## src/rtl/serial_arith_pkg.sv

```systemverilog
// Shared definitions for the bit-serial arithmetic units: FSM state encoding
// and the helper that sizes per-bit counters.
package serial_arith_pkg;

  typedef enum logic [1:0] {
    IDLE = 2'd0,
    RUN  = 2'd1,
    DONE = 2'd2
  } state_t;

  function automatic int cnt_width(input int width);
    return (width < 2) ? 1 : $clog2(width);
  endfunction

endpackage

```

## src/rtl/serial_subtractor_if.sv

```systemverilog
// Start/done handshake, operand and result bundle of the serial subtractor.
// The master drives the request; the slave (the subtractor) returns the result.
interface serial_subtractor_if #(
  parameter int WIDTH = 32
);
  logic             start;
  logic [WIDTH-1:0] a;
  logic [WIDTH-1:0] b;
  logic             busy;
  logic             done;
  logic [WIDTH-1:0] diff;
  logic             borrow;
  logic             zero;
  logic             overflow;

  modport master (
    output start, a, b,
    input  busy, done, diff, borrow, zero, overflow
  );

  modport slave (
    input  start, a, b,
    output busy, done, diff, borrow, zero, overflow
  );
endinterface

```

## src/rtl/full_subtractor.sv

```systemverilog
// One-bit full subtractor: d = a - b - bin, built from two half-subtractor
// stages whose borrows are ORed together.
module full_subtractor (
  input  logic a,
  input  logic b,
  input  logic bin,
  output logic d,
  output logic bout
);
  logic w_d1;
  logic w_b1;
  logic w_b2;

  assign w_d1 = a ^ b;
  assign w_b1 = ~a & b;
  assign d    = w_d1 ^ bin;
  assign w_b2 = ~w_d1 & bin;
  assign bout = w_b1 | w_b2;
endmodule

```

## src/rtl/serial_subtractor.sv

```systemverilog
// Bit-serial a - b, LSB first, one bit per clock through a single full
// subtractor cell; results and flags update only on entry to DONE.
module serial_subtractor
  import serial_arith_pkg::*;
#(
  parameter int WIDTH = 32
) (
  input logic                clk,
  input logic                rst_n,
  serial_subtractor_if.slave bus
);
  localparam int CW = cnt_width(WIDTH);

  state_t           r_state;
  logic [WIDTH-1:0] r_sa;
  logic [WIDTH-1:0] r_sb;
  logic [WIDTH-1:0] r_res;
  logic [WIDTH-1:0] r_diff;
  logic [CW-1:0]    r_cnt;
  logic             r_bin;
  logic             r_amsb;
  logic             r_bmsb;
  logic             r_borrow;
  logic             r_zero;
  logic             r_ovf;

  logic             w_d;
  logic             w_bout;
  logic             w_last;
  logic [WIDTH-1:0] w_res_next;

  full_subtractor u_fs (
    .a   (r_sa[0]),
    .b   (r_sb[0]),
    .bin (r_bin),
    .d   (w_d),
    .bout(w_bout)
  );

  // The result register fills from the MSB so the last bit lands it aligned.
  assign w_res_next = {w_d, r_res[WIDTH-1:1]};
  assign w_last     = (r_cnt == CW'(WIDTH - 1));

  always_ff @(posedge clk or negedge rst_n) begin
    if (!rst_n) begin
      r_state  <= IDLE;
      r_sa     <= '0;
      r_sb     <= '0;
      r_res    <= '0;
      r_diff   <= '0;
      r_cnt    <= '0;
      r_bin    <= 1'b0;
      r_amsb   <= 1'b0;
      r_bmsb   <= 1'b0;
      r_borrow <= 1'b0;
      r_zero   <= 1'b0;
      r_ovf    <= 1'b0;
    end else begin
      case (r_state)
        IDLE, DONE: begin
          if (bus.start) begin
            r_sa    <= bus.a;
            r_sb    <= bus.b;
            r_amsb  <= bus.a[WIDTH-1];
            r_bmsb  <= bus.b[WIDTH-1];
            r_res   <= '0;
            r_bin   <= 1'b0;
            r_cnt   <= '0;
            r_state <= RUN;
          end else begin
            r_state <= IDLE;
          end
        end
        RUN: begin
          r_sa  <= r_sa >> 1;
          r_sb  <= r_sb >> 1;
          r_res <= w_res_next;
          r_bin <= w_bout;
          r_cnt <= r_cnt + CW'(1);
          if (w_last) begin
            r_diff   <= w_res_next;
            r_borrow <= w_bout;
            r_zero   <= (w_res_next == '0);
            r_ovf    <= (r_amsb != r_bmsb) && (w_res_next[WIDTH-1] != r_amsb);
            r_state  <= DONE;
          end
        end
        default: r_state <= IDLE;
      endcase
    end
  end

  assign bus.busy     = (r_state == RUN);
  assign bus.done     = (r_state == DONE);
  assign bus.diff     = r_diff;
  assign bus.borrow   = r_borrow;
  assign bus.zero     = r_zero;
  assign bus.overflow = r_ovf;
endmodule

```

## src/flat_wrapper.sv

```systemverilog
// flat-port wrapper written by rule: the top's interface ports become plain ports
module serial_subtractor_flat import serial_arith_pkg::*;
#(
  parameter int WIDTH = 32
)
  (clk, rst_n, bus_start, bus_a, bus_b, bus_busy, bus_done, bus_diff, bus_borrow, bus_zero, bus_overflow);
  serial_subtractor_if #(.WIDTH(WIDTH)) bus_i ();
  input logic clk;
  input logic rst_n;
  input wire logic [$bits(bus_i.start)-1:0] bus_start;
  input wire logic [$bits(bus_i.a)-1:0] bus_a;
  input wire logic [$bits(bus_i.b)-1:0] bus_b;
  output wire logic [$bits(bus_i.busy)-1:0] bus_busy;
  output wire logic [$bits(bus_i.done)-1:0] bus_done;
  output wire logic [$bits(bus_i.diff)-1:0] bus_diff;
  output wire logic [$bits(bus_i.borrow)-1:0] bus_borrow;
  output wire logic [$bits(bus_i.zero)-1:0] bus_zero;
  output wire logic [$bits(bus_i.overflow)-1:0] bus_overflow;
  assign bus_i.start = bus_start;
  assign bus_i.a = bus_a;
  assign bus_i.b = bus_b;
  assign bus_busy = bus_i.busy;
  assign bus_done = bus_i.done;
  assign bus_diff = bus_i.diff;
  assign bus_borrow = bus_i.borrow;
  assign bus_zero = bus_i.zero;
  assign bus_overflow = bus_i.overflow;
  serial_subtractor #(.WIDTH(WIDTH)) u_core (.clk(clk), .rst_n(rst_n), .bus(bus_i));
endmodule
```

## config.mk

```make
export PLATFORM = sky130hd
export DESIGN_NAME = serial_subtractor_flat
export DESIGN_NICKNAME = d
export VERILOG_FILES = /design/src/rtl/serial_arith_pkg.sv /design/src/rtl/serial_subtractor_if.sv /design/src/rtl/full_subtractor.sv /design/src/rtl/serial_subtractor.sv /design/src/flat_wrapper.sv
export SDC_FILE = /design/constraint.sdc
export NUM_CORES = 1
export LEC_CHECK = 0
export ABC_CLOCK_PERIOD_IN_PS = 2520
export BUFFER_PORTS_ARGS = -buffer_cell sky130_fd_sc_hd__buf_2
export CORE_MARGIN = 5
export CORE_UTILIZATION = 55
export CTS_CLUSTER_SIZE = 24
export DETAILED_ROUTE_END_ITERATION = 8
export PLACE_DENSITY = 0.79
export SLEW_MARGIN = 10
export SYNTH_ARGS = -nofsm -noshare
export SYNTH_HDL_FRONTEND = slang
export SYNTH_HIERARCHICAL = 1
export SYNTH_SLANG_ARGS = --single-unit
```

## constraint.sdc

```tcl
create_clock -name clk -period 2.52 [get_ports clk]
set_input_delay 0.756 -clock clk [delete_from_list [all_inputs] [get_ports clk]]
set_output_delay 0.756 -clock clk [all_outputs]
set_load 0.01 [all_outputs]
```

After elaboration in Yosys (flattened, before gate mapping)

Cells that the tools add are included.

Register bits after elaboration: 141
Input bits: 67
Output and inout bits: 37
Word-level logic and storage cells: 48

Add/sub/neg operators: 1
Eq/ne operators: 7
Muxes and demuxes: 13
Bitwise operators: 7
Reductions and logical operators: 8

Operator list:

| cell                                                             | count |
|---|---|
| 32-bit case mux with 2 select lines                              | 3 |
| 32-bit two-way mux                                               | 3 |
| 32-bit zero test                                                 | 1 |
| 5-bit case mux with 2 select lines                               | 1 |
| 2-bit AND reduction                                              | 3 |
| 5-bit by 1-bit adder with 5-bit output (second input constant)   | 1 |
| 5-bit == test (second input constant)                            | 1 |
| 5-bit two-way mux                                                | 1 |
| 2-bit case mux with 2 select lines                               | 1 |
| 1-bit bitwise AND                                                | 2 |
| 2-bit by 1-bit == test with 1-bit output (second input constant) | 1 |
| 2-bit == test (second input constant)                            | 1 |
| 2-bit zero test                                                  | 1 |
| 1-bit two-way mux                                                | 2 |
| 2-bit two-way mux                                                | 1 |
| 1-bit != test                                                    | 2 |
| 2-bit by 1-bit != test with 1-bit output (second input constant) | 1 |
| 2-bit != test (second input constant)                            | 1 |
| 1-bit NOT                                                        | 2 |
| 1-bit case mux with 2 select lines                               | 1 |
| 2-bit nonzero test                                               | 1 |
| 2-bit OR reduction                                               | 1 |
| 1-bit XOR                                                        | 2 |
| 1-bit logical AND                                                | 1 |
| 1-bit bitwise OR                                                 | 1 |

Logic depth before layout (Yosys ltp)

Gate-level depths: netlist of the first run.

Word-level depth: 5
Depth in mapped cells: 8

Cells and area by module

The synthesis of the first run kept the hierarchy.

By module, submodules not included:

| module            | times used | cells an instance | area an instance (um^2) |
|---|---|---|---|
| serial_subtractor | 1          | 478               | 5,786.8 |
| full_subtractor   | 1          | 4                 | 31.3 |

Worst setup path after synthesis of the first run

No wires, ideal clock.

Path type: register -> register
Start point: register u_core.r_cnt[0]
End point: register u_core.r_diff[16], in the netlist u_core/bus.diff[16]
Setup time: 0.125 ns
Arrival: 1.672 ns
Required time: 2.395 ns
Path slack: 0.723 ns
Cell stages (with the launch flop): 8
Buffers on the path: 2
Period minus slack after synthesis: 1.797 ns
Cell sequence: dfrtp_1 -> ha_1 -> and3_1 -> ha_1 -> nand3b_1 -> buf_4 -> buf_6 -> mux2_4

Cells in the longest elaborated chain, start to end: 2

Ends and longest elaborated chain:

| element                              | line                    | source |
|---|---|---|
| from (decl)                          | serial_subtractor.sv:19 | `logic [CW-1:0] r_cnt;` |
| from (signal assigned)               | serial_subtractor.sv:79 | `r_cnt <= r_cnt + CW'(1);` |
| 5-bit == test                        | serial_subtractor.sv:42 | `assign w_last = (r_cnt == CW'(WIDTH - 1));` |
| 2-bit AND reduction (no source line) | -                       |  |
| to (signal assigned)                 | serial_subtractor.sv:81 | `r_diff <= w_res_next;` |
| to (decl)                            | serial_subtractor.sv:18 | `logic [WIDTH-1:0] r_diff;` |

Every way passes these cells.
A chain may end at the register's enable or synchronous reset.

Worst setup path after layout of the first run

Start point: register u_core.r_state[0]
End point: output port bus_busy

Cells in the longest elaborated chain, start to end: 1

Ends and longest elaborated chain:

| element                                  | line                    | source |
|---|---|---|
| from (decl)                              | serial_subtractor.sv:14 | `state_t r_state;` |
| from (signal assigned)                   | serial_subtractor.sv:46 | `r_state <= IDLE;` |
| from (signal assigned)                   | serial_subtractor.sv:69 | `r_state <= RUN;` |
| from (signal assigned)                   | serial_subtractor.sv:71 | `r_state <= IDLE;` |
| 2-bit by 1-bit == test with 1-bit output | serial_subtractor.sv:93 | `assign bus.busy = (r_state == RUN);` |
| to (decl)                                | flat_wrapper.sv:13      | `output wire logic [$bits(bus_i.busy)-1:0] bus_busy;` |

Every way passes these cells.

==> impl_results.md, run 1 <==
- Final wirelength: 12700 um
- Unrepaired setup endpoints after global routing: no
- Reg2reg path depth: 6
- CP startpoint: u_core/r_state[0]$_DFFE_PN0P_
- Ant diodes: 0
- Core Area: 0.0103 mm^2
- Reg-to-reg endpoint: u_core/bus.diff[4]$_DFFE_PN0P_
- Die ar.: 0.0127 mm^2
- Synth Area in Adders: 0.774%
- Worst min path class: in2async
- R2R setup slack: 610 ps
- Yosys warns: 6
- Worst EP required: 1760 ps
- Final WS setup: 147 ps
- Clk slew on worst S/H paths: 60 ps
- Maximum clock frequency: 421 MHz
- Startpoint Class: register
- Net total in the final layout: 643
- GRT Resource Usage Total: 21.0%
- DR WL/cell: 17.6 um
- Relative max-transition margin: 54.6%
- Sequential Power Share: 42.2%
- Seq cells post-synth: 140
- Setup_tns: 0 ps
- XOR/XNOR share of the synthesized area: 0%
- Sw frac: 33.9%
- Global-route wire length before repair: 21400 um
- Antenna viol nets, final: 0
- Largest net degree at the start of global routing: 68
- Worst-Skew Late Latency: 520 ps
- Area Overhead vs Synth: 20.0%
- Reg2reg start: u_core/r_cnt[0]$_DFFE_PN0P_
- Crit Path Max Fanout: 60
- Tcrit/Tclk final: 94.2%
- Fin. Hold Viols: 0
- Max Cap Viol: 0
- Setup CP Type: reg2out
- Boundary Pins: 104
- DR iter-0 viols: 409
- Peak supply drop: 607 uV
- Synth Area in Compound Gates: 14.0%
- Largest family of logic cells by synthesized area: compound AO/OA/AOI/OAI gates
- Simple-gate share of the synthesized area: 12.5%
- Part of the power in combinational logic: 30.4%
- Pre-antenna DRT Iters: 7
- Crit. End Element: output pin
- Max Clock Skew: 8.27 ps
- TritonCTS clock tree: done
- Synthesized netlist cell count: 482
- Cell area power density: 1290 mW/mm^2
- FP Rows: 37
- Number of antenna violations at the first check in global routing: 1
- Placer's final routability congestion estimate: 0.782
- Netlist Area Pre-Place: 0.00582 mm^2
- Net Sw Power: 0.00306 W
- Final min period: 2370 ps
- # DRC: 0
- Initial Util: 56.4%
- Final setup vio count: 0
- Netlist cell types: 31
- Measured slew at the worst slew-check pin: 681 ps
- Commonest non-fill, non-tap cell in the layout: dfrtp_1
- CTS buffer count: 17
- CTS Sinks: 140
- Util after Layout: 67.6%
- Status: finished clean
- I/O Buffers: 103
- Critical Path AT: 1620 ps
- CTS max path bufs: 2
- Hold Buf Count CTS: 0
- Max-slew violations: 0
- LEAKAGE: 3.52 nW
- Vias in the first global route: 4261
- Total number of vias: 4272
- Fraction of layout cells with a size suffix above 1: 31.1%
- Setup Slack @ Placement: 531 ps
- CTS root buffer: clkbuf_8
- CTS H-tree lvls: 4
- Syn Area/Cell: 12.1 um^2
- DR vias/cell: 5.92
- Register area share after synthesis: 60.2%
- Die Width: 113 um
- Die height: 113 um
- DPL Wire Length: 7920 um
- Most frequent cells in the layout: 140 x dfrtp_1, 102 x buf_2, 71 x nand2_1, 63 x nand3_1, 62 x a22oi_1
- Int Power: 0.00595 W
- Mux contribution to synthesized area: 7.70%
- Clock group share of total power: 27.4%
- GR Overflow Total: 0
- Post-Syn Nets: 552
## Yosys cell counts, drive strengths merged
cell / n / share of area, %
a21o: 1 / 0.13
a21oi: 1 / 0.086
a22o: 36 / 5.4
a22oi: 62 / 8.0
and3: 1 / 0.11
and3b: 1 / 0.15
buf: 36 / 4.0
clkbuf: 4 / 0.26
dfrtp: 140 / 60
fa: 1 / 0.34
ha: 2 / 0.43
inv: 5 / 0.45
mux2: 33 / 7.4
mux2i: 2 / 0.34
nand2: 71 / 4.6
nand2b: 2 / 0.22
nand3: 63 / 5.4
nand3b: 1 / 0.13
nand4: 3 / 0.32
nor2: 2 / 0.41
nor2b: 2 / 0.22
nor3b: 1 / 0.13
nor4: 8 / 0.86
o21ai: 3 / 0.26
o31ai: 1 / 0.13
## power groups by stage
stage / clock, W / combinational (W) / sequential (W)
2_1_floorplan: 0 / 0.00210 / 0.00372
6_report: 0.00247 / 0.00273 / 0.00380
3_5_place_dp: 0 / 0.00273 / 0.00382
3_3_place_gp: 0 / 0.00261 / 0.00376
5_1_grt: 0.00262 / 0.00307 / 0.00392
4_1_cts: 0.00252 / 0.00277 / 0.00380
## timing repair
item	in CTS	in global routing
buffers inserted	0	0
endpoints found under the hold margin	0	0
setup endpoints to repair	0	1
resized for setup	0	1
## worst max-delay path: stages (launching register included)
cell and delay, ps:
dfrtp_1 460, nand2b_2 180, clkinv_8 230, buf_2 220
## flip-flops by register name (all words and copies together), names as in the netlist
register / count
u_core/r_state: 2
u_core/r_bin: 1
u_core/r_sa: 32
u_core/bus.zero: 1
u_core/r_bmsb: 1
u_core/bus.overflow: 1
u_core/r_amsb: 1
u_core/bus.diff: 32
u_core/r_sb: 32
u_core/bus.borrow: 1
u_core/r_cnt: 5
u_core/r_res: 31
## final cells by class
class,instances,area [um^2]
Clock inverter,14,171
Multi-Input combinational cell,297,2050
Fill cell,745,3340
Tap cell,136,170
Timing Repair Buffer,112,627
Clock buffer,18,428
Sequential cell,140,3500
Inverter,5,31.3
## metal layers
| layer | GRT usage (%) | routed length [um] | vias up |
|---|---|---|---|
| met5 | 0 | 13 | - |
| met4 | 7.29 | 223 | 2 |
| met3 | 7.54 | 863 | 23 |
| met2 | 31.1 | 6130 | 161 |
| met1 | 28.9 | 5450 | 2132 |
| li1 | - | - | 1954 |
## stage by stage
| step | instance area, um^2 | power, W | std cells | hold slack [ps] |
|---|---|---|---|---|
| CTS | 6980 | 0.00908 | 722 | 167 |
| floorplan | 5820 | 0.00581 | 482 | 437 |
| global placement | 6380 | 0.00637 | 690 | 453 |
| detailed placement | 6380 | 0.00655 | 690 | 481 |
| global route | 6980 | 0.00961 | 722 | 190 |
| finish | 6980 | 0.00901 | 722 | 172 |
## kinds of logic (layout without fill, tap and decap cells)
| logic type | count (synthesis) | after routing |
|---|---|---|
| AOI/OAI and AO/OA | 104 | 104 |
| muxes | 35 | 35 |
| DFF | 140 | 140 |
| and+or+nand+nor | 155 | 155 |
| adders and majority gates | 3 | 3 |
| buffers and inverters | 45 | 149 |
## worst max path at each step
stage	depth (start not counted)	slack [ps]	end
global placement	5	560	u_core/r_sb[0]$_DFFE_PN0P_
floorplan	7	720	u_core/bus.diff[16]$_DFFE_PN0P_
global route	3	30	bus_busy
finish	3	150	bus_busy
detailed placement	5	530	u_core/r_sb[0]$_DFFE_PN0P_
CTS	3	80	bus_busy
No activity file was read; power rests on OpenSTA's default activity.
==> run 2, diff against run 1 <==
Settings changed: BUFFER_PORTS_ARGS -buffer_cell sky130_fd_sc_hd__buf_2 to -buffer_cell sky130_fd_sc_hd__buf_4.
==> run 2 against run 1 <==
Non-clock buffer count is the same. Sequential cell count did not move. Count of clock-buffer cells in the layout up 1. Worst setup slack improved by 49 ps. Clock skew decreased by 2.6 ps. Die area unchanged. Cell count stayed put. Sequential share of layout area down 1.6 points. Critical path depth is the same. Register-to-register slack about the same. Clock power is 7% lower. Hold slack better by 51 ps. Highest routed layer is now met4.
==> impl_results.md, run 2 (synthesized netlist as in run 1, its figures left out) <==
- Relative max-transition margin: 54.0% (-0.64 points)
- Placer's final routability congestion estimate: 0.753 (-3.6%)
- Die height: 113 um (unchanged)
- CTS root buffer: clkbuf_8
- Measured slew at the worst slew-check pin: 691 ps (+9.65 ps)
- Max Cap Viol: 0 (unchanged)
- LEAKAGE: 3.59 nW (+1.9%)
- Fraction of layout cells with a size suffix above 1: 30.9% (-0.17 points)
- Ant diodes: 0 (unchanged)
- Resized cells post-CTS: 0 (unchanged)
- Reg2reg path depth: 6 (unchanged)
- Largest net degree at the start of global routing: 68 (unchanged)
- Cell area power density: 1250 mW/mm^2 (-3.3%)
- Total Power: 0.00899 W (-0.17%)
- DPL Wire Length: 8150 um (+3.0%)
- I/O Buffers: 103 (unchanged)
- Initial Util: 56.4% (unchanged)
- Clk slew on worst S/H paths: 60 ps (about the same)
- Die ar.: 0.0127 mm^2 (unchanged)
- Tcrit/Tclk final: 92.2% (-2.0 points)
- Final setup vio count: 0 (unchanged)
- Global-route wire length before repair: 21900 um (+2.3%)
- Setup CP Type: reg2out
- Hold Buf Count CTS: 0 (unchanged)
- TritonCTS clock tree: done
- Worst min path class: in2async
- Crit. End Element: output pin
- Fin. Hold Viols: 0 (unchanged)
- DR vias/cell: 5.79 (-2.2%)
- CTS Sinks: 140 (unchanged)
- Maximum clock frequency: 430 MHz (+2.1%)
- GR Overflow Total: 0 (unchanged)
- Die Width: 113 um (unchanged)
- Max Clock Skew: 5.68 ps (-2.60 ps)
- Boundary Pins: 104 (unchanged)
- DR iter-0 viols: 338 (-17%)
- Crit Path Max Fanout: 44 (-27%)
- Startpoint Class: register
- Final wirelength: 12900 um (+2.1%)
- Part of the power in combinational logic: 32.1% (+1.7 points)
- Setup_tns: 0 ps (unchanged)
- Int Power: 0.00589 W (-1.1%)
- Total number of vias: 4179 (-2.2%)
- Final min period: 2320 ps (-49.3 ps)
- Peak supply drop: 630 uV (+3.8%)
- GRT Resource Usage Total: 21.4% (+0.36 points)
- Post-CTS Setup Inserts: 0 (unchanged)
- CTS H-tree lvls: 4 (unchanged)
- DR WL/cell: 17.9 um (+2.1%)
- Clock group share of total power: 25.5% (-1.9 points)
- Core Area: 0.0103 mm^2 (unchanged)
- Number of antenna violations at the first check in global routing: 0 (-1)
- CTS max path bufs: 2 (unchanged)
- Status: finished clean
- Vias in the first global route: 4298 (+0.87%)
- Commonest non-fill, non-tap cell in the layout: dfrtp_1
- Max-slew violations: 0 (unchanged)
- Worst EP required: 1760 ps (about the same)
- Antenna viol nets, final: 0 (unchanged)
- Net total in the final layout: 643 (unchanged)
- Sequential Power Share: 42.4% (+0.2 points)
- Net Sw Power: 0.00310 W (+1.6%)
- # DRC: 0 (unchanged)
- Most frequent cells in the layout: 140 x dfrtp_1, 106 x buf_4, 71 x nand2_1, 63 x nand3_1, 62 x a22oi_1
- Area Overhead vs Synth: 23.9%
- Unrepaired setup endpoints after global routing: no
- Sw frac: 34.5% (+0.60 points)
- FP Rows: 37 (unchanged)
- Worst-Skew Late Latency: 520 ps (about the same)
- CTS buffer count: 17 (unchanged)
- Pre-antenna DRT Iters: 5 (-2)
- Critical Path AT: 1570 ps (-50 ps)
[run 2: worst paths after layout]
| path | start | end | slack [ps] |
|---|---|---|---|
| min in group clk | bus_b[31] | u_core/r_bmsb$_DFFE_PN0P_ | 440 |
| min | rst_n | u_core/bus.diff[10]$_DFFE_PN0P_ | 220 |
| max reg2reg | u_core/r_cnt[0]$_DFFE_PN0P_ | u_core/bus.diff[9]$_DFFE_PN0P_ | 620 |
| max in group asynchronous | rst_n | u_core/r_sa[5]$_DFFE_PN0P_ | 1640 |
| max | u_core/r_state[0]$_DFFE_PN0P_ | bus_busy | 200 |
| min reg2reg | u_core/r_cnt[3]$_DFFE_PN0P_ | u_core/r_cnt[3]$_DFFE_PN0P_ | 480 |
[run 2: final cells by class]
cell class              instances  area, um^2
well taps                     136         170
flip-flops and latches        140        3500
inverters                       5        26.3
clock buffers                  19         432
multi-input cells             297        2050
repair buffers                112         907
fillers                       711        3120
clock inverters                13         119
[run 2: power by group through the flow]
| stage | Clock [W] | Sequential, W | Combinational (W) |
|---|---|---|---|
| floorplan | 0 | 0.00372 | 0.00210 |
| global placement | 0 | 0.00377 | 0.00276 |
| detailed placement | 0 | 0.00383 | 0.00289 |
| CTS | 0.00233 | 0.00380 | 0.00292 |
| global route | 0.00244 | 0.00393 | 0.00321 |
| finish | 0.00229 | 0.00381 | 0.00289 |
[run 2: critical path: stages (launching register included)]
cell and delay (ps):
dfrtp_1 460, nand2b_2 150, inv_8 260, buf_4 180
[run 2: metal layers]
metal | vias up | track usage [%] | share of wire, %
li1 | 1946 | - | -
met1 | 2096 | 30.1 | 43
met2 | 125 | 32.4 | 50
met3 | 12 | 5.51 | 6.1
met4 | 0 | 7.53 | 1.2
met5 | - | 0 | 0
[run 2: metrics by stage]
step                util (%)  setup slack [ps]  hold WS [ps]  std cells  area [um^2]
detailed placement      64.5               634           475        690         6660
global placement        64.5               681           469        690         6660
CTS                     69.8               170           227        722         7210
finish                  69.8               196           223        722         7210
global route            69.8               103           259        722         7210
floorplan                  -               723           437        482         5820
